<file path="config.mk">
export PLATFORM = sky130hd
export DESIGN_NAME = hazard_scoreboard
export DESIGN_NICKNAME = d
export VERILOG_FILES = /design/src/rtl/hazard_pkg.sv /design/src/rtl/hazard_scoreboard_fwd_select.sv /design/src/rtl/hazard_scoreboard.sv
export SDC_FILE = /design/constraint.sdc
export NUM_CORES = 1
export LEC_CHECK = 0
export CAP_MARGIN = 40
export CORE_ASPECT_RATIO = 2
export CORE_MARGIN = 4
export CORE_UTILIZATION = 35
export DETAILED_ROUTE_END_ITERATION = 6
export PLACE_DENSITY = 0.8
export SLEW_MARGIN = 20
export SYNTH_ARGS = -nofsm -noshare
export SYNTH_HDL_FRONTEND = slang
export SYNTH_SLANG_ARGS = --single-unit
</file>
<file path="constraint.sdc">
create_clock -name clk -period 1.9 [get_ports clk]
set_input_delay 0.285 -clock clk [delete_from_list [all_inputs] [get_ports clk]]
set_output_delay 0.285 -clock clk [all_outputs]
set_load 0.02 [all_outputs]
</file>
<file path="src/rtl/hazard_pkg.sv">
// Shared constants and types for the pipeline hazard scoreboard: forwarding
// select codes and the multiplier sequencer state.
package hazard_pkg;

  localparam logic [1:0] FWD_REG = 2'b00;
  localparam logic [1:0] FWD_W   = 2'b01;
  localparam logic [1:0] FWD_M   = 2'b10;

  typedef enum logic {
    IDLE = 1'b0,
    BUSY = 1'b1
  } mulState_t;

endpackage

</file>
<file path="src/rtl/hazard_scoreboard_fwd_select.sv">
// One Execute operand's bypass select: the Memory-stage writer is younger, so it
// wins over Writeback; register 0 is never forwarded.
module fwd_select
  import hazard_pkg::*;
#(
  parameter int REG_W = 5
) (
  input  logic [REG_W-1:0] rsE,
  input  logic [REG_W-1:0] rdM,
  input  logic             regwriteM,
  input  logic [REG_W-1:0] rdW,
  input  logic             regwriteW,
  output logic [1:0]       fwdSel
);

  always_comb begin
    fwdSel = FWD_REG;
    if (regwriteM && (rdM != '0) && (rdM == rsE)) begin
      fwdSel = FWD_M;
    end else if (regwriteW && (rdW != '0) && (rdW == rsE)) begin
      fwdSel = FWD_W;
    end
  end

endmodule

</file>
<file path="src/rtl/hazard_scoreboard.sv">
// Hazard unit for a 5-stage pipeline with a multi-cycle multiplier: operand
// forwarding, load-use and multiplier stalls, branch flushes, multiplier tracking.
module hazard_scoreboard
  import hazard_pkg::*;
#(
  parameter int REG_W   = 5,
  parameter int MUL_LAT = 4
) (
  input  logic             clk,
  input  logic             rst,
  input  logic [REG_W-1:0] rs1D,
  input  logic [REG_W-1:0] rs2D,
  input  logic [REG_W-1:0] rdD,
  input  logic             regwriteD,
  input  logic             mul_opD,
  input  logic [REG_W-1:0] rs1E,
  input  logic [REG_W-1:0] rs2E,
  input  logic [REG_W-1:0] rdE,
  input  logic             regwriteE,
  input  logic             memreadE,
  input  logic             mul_startE,
  input  logic             pcsrcE,
  input  logic [REG_W-1:0] rdM,
  input  logic             regwriteM,
  input  logic [REG_W-1:0] rdW,
  input  logic             regwriteW,
  output logic [1:0]       forwardaE,
  output logic [1:0]       forwardbE,
  output logic             stallF,
  output logic             stallD,
  output logic             flushD,
  output logic             flushE,
  output logic             mul_busy,
  output logic             mul_done,
  output logic [REG_W-1:0] mul_rd
);

  localparam int CNT_W = $clog2(MUL_LAT);

  mulState_t           stateReg;
  logic [CNT_W-1:0]    cntReg;
  logic [REG_W-1:0]    mulRdReg;
  logic                doneReg;

  logic [1:0] fwdA;
  logic [1:0] fwdB;
  logic       loadUse;
  logic       mulDepE;
  logic       mulDepBusy;
  logic       mulStruct;
  logic       stall;

  fwd_select #(.REG_W(REG_W)) uFwdA (
    .rsE(rs1E), .rdM(rdM), .regwriteM(regwriteM),
    .rdW(rdW), .regwriteW(regwriteW), .fwdSel(fwdA)
  );

  fwd_select #(.REG_W(REG_W)) uFwdB (
    .rsE(rs2E), .rdM(rdM), .regwriteM(regwriteM),
    .rdW(rdW), .regwriteW(regwriteW), .fwdSel(fwdB)
  );

  assign mul_busy = (stateReg == BUSY);
  assign mul_done = doneReg;
  assign mul_rd   = mulRdReg;

  always_comb begin
    loadUse    = memreadE && regwriteE && (rdE != '0) &&
                 ((rdE == rs1D) || (rdE == rs2D));
    // A destination match also counts so a younger write cannot be overtaken.
    mulDepE    = mul_startE && (rdE != '0) &&
                 ((rdE == rs1D) || (rdE == rs2D) || (regwriteD && (rdE == rdD)));
    mulDepBusy = mul_busy && (mulRdReg != '0) &&
                 ((mulRdReg == rs1D) || (mulRdReg == rs2D) ||
                  (regwriteD && (mulRdReg == rdD)));
    mulStruct  = mul_opD && (mul_startE || mul_busy);
    stall      = loadUse || mulDepE || mulDepBusy || mulStruct;
  end

  always_comb begin
    forwardaE = FWD_REG;
    forwardbE = FWD_REG;
    stallF    = 1'b0;
    stallD    = 1'b0;
    flushD    = 1'b0;
    flushE    = 1'b0;
    if (!rst) begin
      forwardaE = fwdA;
      forwardbE = fwdB;
      // A taken branch discards the stalled instruction anyway, so it wins.
      if (pcsrcE) begin
        flushD = 1'b1;
        flushE = 1'b1;
      end else if (stall) begin
        stallF = 1'b1;
        stallD = 1'b1;
        flushE = 1'b1;
      end
    end
  end

  always_ff @(posedge clk) begin
    if (rst) begin
      stateReg <= IDLE;
      cntReg   <= '0;
      mulRdReg <= '0;
      doneReg  <= 1'b0;
    end else begin
      case (stateReg)
        IDLE: begin
          doneReg <= 1'b0;
          if (mul_startE) begin
            stateReg <= BUSY;
            cntReg   <= CNT_W'(MUL_LAT - 1);
            mulRdReg <= rdE;
          end
        end
        BUSY: begin
          if (cntReg == '0) begin
            stateReg <= IDLE;
            doneReg  <= 1'b0;
          end else begin
            cntReg  <= cntReg - 1'b1;
            doneReg <= (cntReg == CNT_W'(1));
          end
        end
        default: begin
          stateReg <= IDLE;
          doneReg  <= 1'b0;
        end
      endcase
    end
  end

  // A start while busy is dropped; the structural stall should make it impossible.
  assert property (@(posedge clk) disable iff (rst) !(mul_startE && stateReg == BUSY));

endmodule

</file>
==> impl_metrics.tcl, run 1 <==
set metrics [dict create \
    max_slew.worst_pin.slew_ps 296.1 \
    multi_input_area_mm2 0.001037 \
    regArea_um2 192.7 \
    ys_async_sr_fraction 0 \
    power_frac_clock 0.234 \
    cts_tree "built" \
    start_kind "flop" \
    synth.avg_cell_area_um2 7.813 \
    antenna_found_initial 0 \
    p_int_w 0.0006149 \
    synth-edff-count 0 \
    grt_first_pass_wirelength_um 6982 \
    status "complete, but fails checks" \
    powerDensity_mw_per_mm2 414.2 \
    diodes 0 \
    grt_util_all_layers 0.2449 \
    vias 1408 \
    synthesis.area_mm2 0.001086 \
    finalNetCount 294 \
    p_seq_frac 0.233 \
    fin_tns_setup_ps -553.7 \
    finalCritPeriodShare 1.093 \
    rsz0062_at_grt "true" \
    clk_pin_slew_worst_paths_ps 50 \
    ir_worst_vdd_mv 0.3841 \
    reg2reg_depth 5 \
    area_growth_pct 108.1 \
    clockBufferDepth 2 \
    holdBufCountCts 0 \
    ys_ff_latch 9 \
    synth_commonest_cells "xnor2_1, xor2_1, nor2_1" \
    viasPerCell 5.196 \
    cp_max_fo 3 \
    post-dp-hpwl_um 3914 \
    first_global_vias 1602 \
    end_kind "output port" \
    gr-total-overflow 0 \
    hold_viol_final 0 \
    cp.required_ps 1620 \
    holdPathStages 2 \
    grt_max_degree 15 \
    r2r-start "cntReg[0]$_SDFFE_PP0P_" \
    violations "setup timing" \
    hold_ws_ps 538.1 \
    portBuffers 64 \
    switching_share 0.3431 \
    fin_skew_ps 2.902 \
    fin_crit_ps 2076 \
    drive_above_1_share 0.4315 \
    synth_top_cell_by_area "xnor2_1" \
    synth_cells 139 \
    ys_types 27 \
    worstHoldPathType "flop to flop" \
    reg2reg_setup_slack_ps 590 \
    rows 28 \
    clk_latency_ps 230 \
    placed_area_mm2 0.002032 \
    dr.pass1.iters 4 \
    worst_slack_ps -176.2 \
    min_to "cntReg[1]$_SDFFE_PP0P_" \
    ys_seq_area_frac 0.1659 \
    synth_fp_nets 191 \
    yosysMostFrequentCell "xnor2_1" \
    yosys_warnings 0 \
    numCtsBuffers 3 \
    synth-main-ff-cell "dfxtp_1" \
    htree_levels 1 \
    leakage_nw 1.002 \
    path_class "flop to output port" \
    route.detailed.drc 0 \
    core_area_mm2 0.002978 \
    die_x_um 47.39 \
    drv_slew 0 \
    finalInstanceArea_mm2 0.002260 \
    setup-violations-final 5 \
    dieArea_mm2 0.004112 \
    synth_top_cell_area_share 0.2258 \
    arrival_ps 1790 \
    power_frac_comb 0.533 \
    die_h_um 86.78 \
    min-delay-start "cntReg[1]$_SDFFE_PP0P_" \
    ant_nets 0 \
    worst_slew_margin_rel 0.8014 \
    fillerInstances 227 \
    fmax_mhz 481.6 \
    pre_cts_slack_ps -912.7 \
    maxCapViolCount 0 \
    pin_count 65 \
    ys_top_cells_by_area "xnor2_1, xor2_1, dfxtp_1" \
    power.net_switching_w 0.0003211 \
    cts_root_buf "clkbuf_8" \
    clkSinkCount 9 \
    r2r_end "cntReg[0]$_SDFFE_PP0P_" \
    wl_per_cell_um 17.95 \
    place_congestion 0.8886 \
    drtIter0Drc 25 \
    routed_wl_um 4865 \
    initial_core_util 0.3647 \
]
[cell usage in the layout (no fill, tap or decap), types with 4 or more instances in the layout]
master           count
mux2i_1              5
buf_2                7
xnor2_1             22
clkdlybuf4s15_1      5
nor2_1              11
dfxtp_1              5
xor2_1              18
dlygate4sd2_1       20
buf_6                5
xor2_2               4
buf_4               49
a21oi_1              4
xnor2_2              6
clkdlybuf4s50_1     19
nand3_1              6
[registers in the layout, indices dropped and copies added, names as in the netlist]
name      count
cntReg        2
mul_busy      1
mul_done      1
mul_rd        5
[timing repair]
| item | 4_1_cts | 5_1_grt |
|---|---|---|
| pin swaps | 22 | 7 |
| setup buffers | 3 | 3 |
| resized for setup | 135 | 20 |
| setup endpoints to repair | 7 | 8 |
[stage by stage]
stage                     utilization  std cells  power (W)
after floorplan                     -        139  0.0004176
after global placement         0.6824        261  0.0006602
after detailed placement       0.6824        261  0.0006746
after CTS                      0.7290        268  0.0009060
after global routing           0.7588        271  0.0009834
final                          0.7588        271  0.0009360
[critical path, cell delays in order (launching register included)]
cell and delay (ps):
dfxtp_2 330, buf_4 140, xnor2_2 150, nand3_2 140
nor3_4 240, o31ai_4 110, buf_4 140, a31oi_1 140
buf_4 170
[power by group through the flow]
stage               Combinational [W]  Sequential, W  Clock, W
global placement             0.000436       0.000224         0
global route                 0.000531       0.000220  0.000233
floorplan                    0.000190       0.000227         0
CTS                          0.000466       0.000218  0.000222
detailed placement           0.000449       0.000226         0
finish                       0.000499       0.000218  0.000219
[layer usage]
metal | share of wire | track usage | up-vias
met2 | 0.61 | 0.5122 | 73
met4 | 0.051 | 0.1385 | 0
met5 | 0 | 0 | -
met1 | 0.28 | 0.1732 | 645
met3 | 0.063 | 0.02911 | 17
li1 | - | - | 673
[cell families after synthesis]
group	share of synthesized area
AO/OA/AOI/OAI	0.08064
adder cells (fa/ha/maj)	0.02304
flip-flops	0.1659
buffers and inverters	0.06336
AND/OR/NAND/NOR	0.2177
multiplexers	0.04608
XOR/XNOR	0.4032
[how the worst max path moves through the flow]
stage	startpoint	to	slack [ps]	depth (start not counted)
6_report	mul_rd[3]$_SDFFE_PP0P_	flushE	-180	8
2_1_floorplan	mul_rd[1]$_SDFFE_PP0P_	stallF	-170	7
4_1_cts	mul_rd[0]$_SDFFE_PP0P_	stallF	-160	6
5_1_grt	mul_rd[3]$_SDFFE_PP0P_	stallF	-260	7
3_5_place_dp	rdM[2]	forwardbE[0]	-910	6
3_3_place_gp	rdM[1]	forwardbE[0]	-840	6
[final cells by class]
| class | count | share of cell area |
|---|---|---|
| multi-input cells | 114 | 0.4590 |
| repair buffers | 111 | 0.4136 |
| flip-flops and latches | 9 | 0.08527 |
| clock buffers | 3 | 0.01827 |
| well taps | 30 | 0.01661 |
| inverters | 3 | 0.004983 |
| clock inverters | 1 | 0.002215 |
Note: power is estimated with default switching activity, not from simulation.
==> run 2, diff against run 1 <==
--- a/config.mk
+++ b/config.mk
@@ -10,6 +10,7 @@
 export CORE_MARGIN = 4
 export CORE_UTILIZATION = 35
 export DETAILED_ROUTE_END_ITERATION = 6
+export GPL_ROUTABILITY_DRIVEN = 0
 export PLACE_DENSITY = 0.8
 export SLEW_MARGIN = 20
 export SYNTH_ARGS = -nofsm -noshare
==> impl_metrics.tcl, run 2 (synthesis gave the netlist of run 1 again) <==
set metrics [dict create \
    status "complete, but fails checks" \
    violations "setup timing" \
    ir_worst_vdd_mv 0.3417 \
    htree_levels 1 \
    cp_max_fo 2 \
    powerDensity_mw_per_mm2 416.9 \
    cts_tree "built" \
    drtIter0Drc 35 \
    rsz0062_at_grt "true" \
    crit_path_cell_trace "xor2_2 -> nor4_2 -> a31o_1 -> o31ai_4 -> a211oi_2 -> buf_4" \
    viasPerCell 5.357 \
    dr.pass1.iters 4 \
    finalInstanceArea_mm2 0.002190 \
    max_slew.worst_pin.slew_ps 309.3 \
    routed_wl_um 4846 \
    fmax_mhz 484.9 \
    fin_crit_ps 2062 \
    grt_util_all_layers 0.2556 \
    cp_top_family "compound AO/OA/AOI/OAI gates" \
    drv_slew 0 \
    cp.required_ps 1620 \
    grt_max_degree 15 \
    clk_pin_slew_worst_paths_ps 40 \
    final_cell_mix "buf_4, xnor2_1, clkdlybuf4s50_1" \
    fin_tns_setup_ps -486.1 \
    ant_nets 0 \
    hold_ws_ps 511.4 \
    hold_viol_final 0 \
    gr-total-overflow 0 \
    clkSinkCount 9 \
    cpMaxStageDelayCell "dfxtp_4" \
    diodes 0 \
    drive_above_1_share 0.3983 \
    slowest_delay_ps 350 \
    area_growth_pct 101.6 \
    reg2reg_setup_slack_ps 640 \
    setup-violations-final 4 \
    end_kind "output port" \
    fin_total_pwr_w 0.0009129 \
    die_x_um 47.39 \
    maxCapViolCount 0 \
    portBuffers 64 \
    rows 28 \
    clk_latency_ps 230 \
    start_kind "flop" \
    finalNetCount 289 \
    finalCritPeriodShare 1.085 \
    worstHoldPathType "flop to flop" \
    path_class "flop to output port" \
    core_area_mm2 0.002978 \
    grt_first_pass_wirelength_um 7279 \
    numCtsBuffers 3 \
    route.detailed.drc 0 \
    arrival_ps 1780 \
    placed_area_mm2 0.002002 \
    layout_commonest_cell "buf_4" \
    fin_skew_ps 3.005 \
    leakage_nw 0.9275 \
    dieArea_mm2 0.004112 \
    largest_reg_flops 5 \
    worst_slack_ps -162.1 \
    antenna_found_initial 0 \
    crit_buf_inv 1 \
    initial_core_util 0.3647 \
    vias 1425 \
    worst_slew_margin_rel 0.7938 \
    post-dp-hpwl_um 3865 \
    wl_per_cell_um 18.22 \
    pin_count 65 \
    clockBufferDepth 2 \
    first_global_vias 1677 \
    cts_root_buf "clkbuf_8" \
    die_h_um 86.78 \
]
[run 2: cell count changes in the layout (fill, tap and decap cells not counted), moves of 2 or more]
cell / delta
xnor2_1: +5
xnor2_2: -5
buf_4: -4
clkdlybuf4s50_1: +3
buf_2: -2
dlygate4sd2_1: -2
nor3_2: +2
nor3_4: -2
[run 2: per-layer routing]
metal / track usage / up-vias / share of wire
met2: 0.5037 / 82 / 0.58
met3: 0.04366 / 26 / 0.061
met5: 0 / - / 0
li1: - / 664 / -
met4: 0.1940 / 0 / 0.074
met1: 0.1797 / 653 / 0.28
[run 2: where the power goes]
| part | internal (W) | switching [W] |
|---|---|---|
| Sequential | 0.000203 | 0.0000176 |
| Combinational | 0.000256 | 0.000218 |
| Clock | 0.000146 | 0.0000720 |
| Total | 0.000605 | 0.000308 |
[run 2: timing repair]
item / CTS / global route
gates resized for setup: 133 / 14
pin swaps: 24 / 6
hold buffers: 0 / 0
buffers inserted: 4 / 1
setup endpoints to repair: 8 / 5
[run 2: worst reg2reg max path, stage by stage, from the launching register on]
cell and delay (ps):
dfxtp_1 360, inv_1 70, ha_1 200, nor2b_1 220, nor2_1 100, a221oi_1 220
[run 2: final cells by class]
cell class	instances	area (um^2)
clock buffers	4	45.04
fillers	230	788.3
inverters	3	11.26
multi-input cells	114	993.5
flip-flops and latches	9	196.4
well taps	30	37.54
repair buffers	106	905.9
[run 2: metrics by stage]
step                instances  utilization  setup slack (ps)
CTS                       265       0.7244            -167.9
floorplan                 139            -            -171.6
global placement          257       0.6723            -838.4
detailed placement        257       0.6723            -899.8
global route              266       0.7353            -231.7
finish                    266       0.7353            -162.1
[run 2: path summary, 6_finish.rpt]
path,startpoint,to,cells after the start
worst min-delay path,cntReg[0]$_SDFFE_PP0P_,cntReg[0]$_SDFFE_PP0P_,1
worst min register to register,cntReg[0]$_SDFFE_PP0P_,cntReg[0]$_SDFFE_PP0P_,1
worst max-delay path,mul_rd[0]$_SDFFE_PP0P_,stallF,6
worst max register to register,cntReg[0]$_SDFFE_PP0P_,cntReg[1]$_SDFFE_PP0P_,5
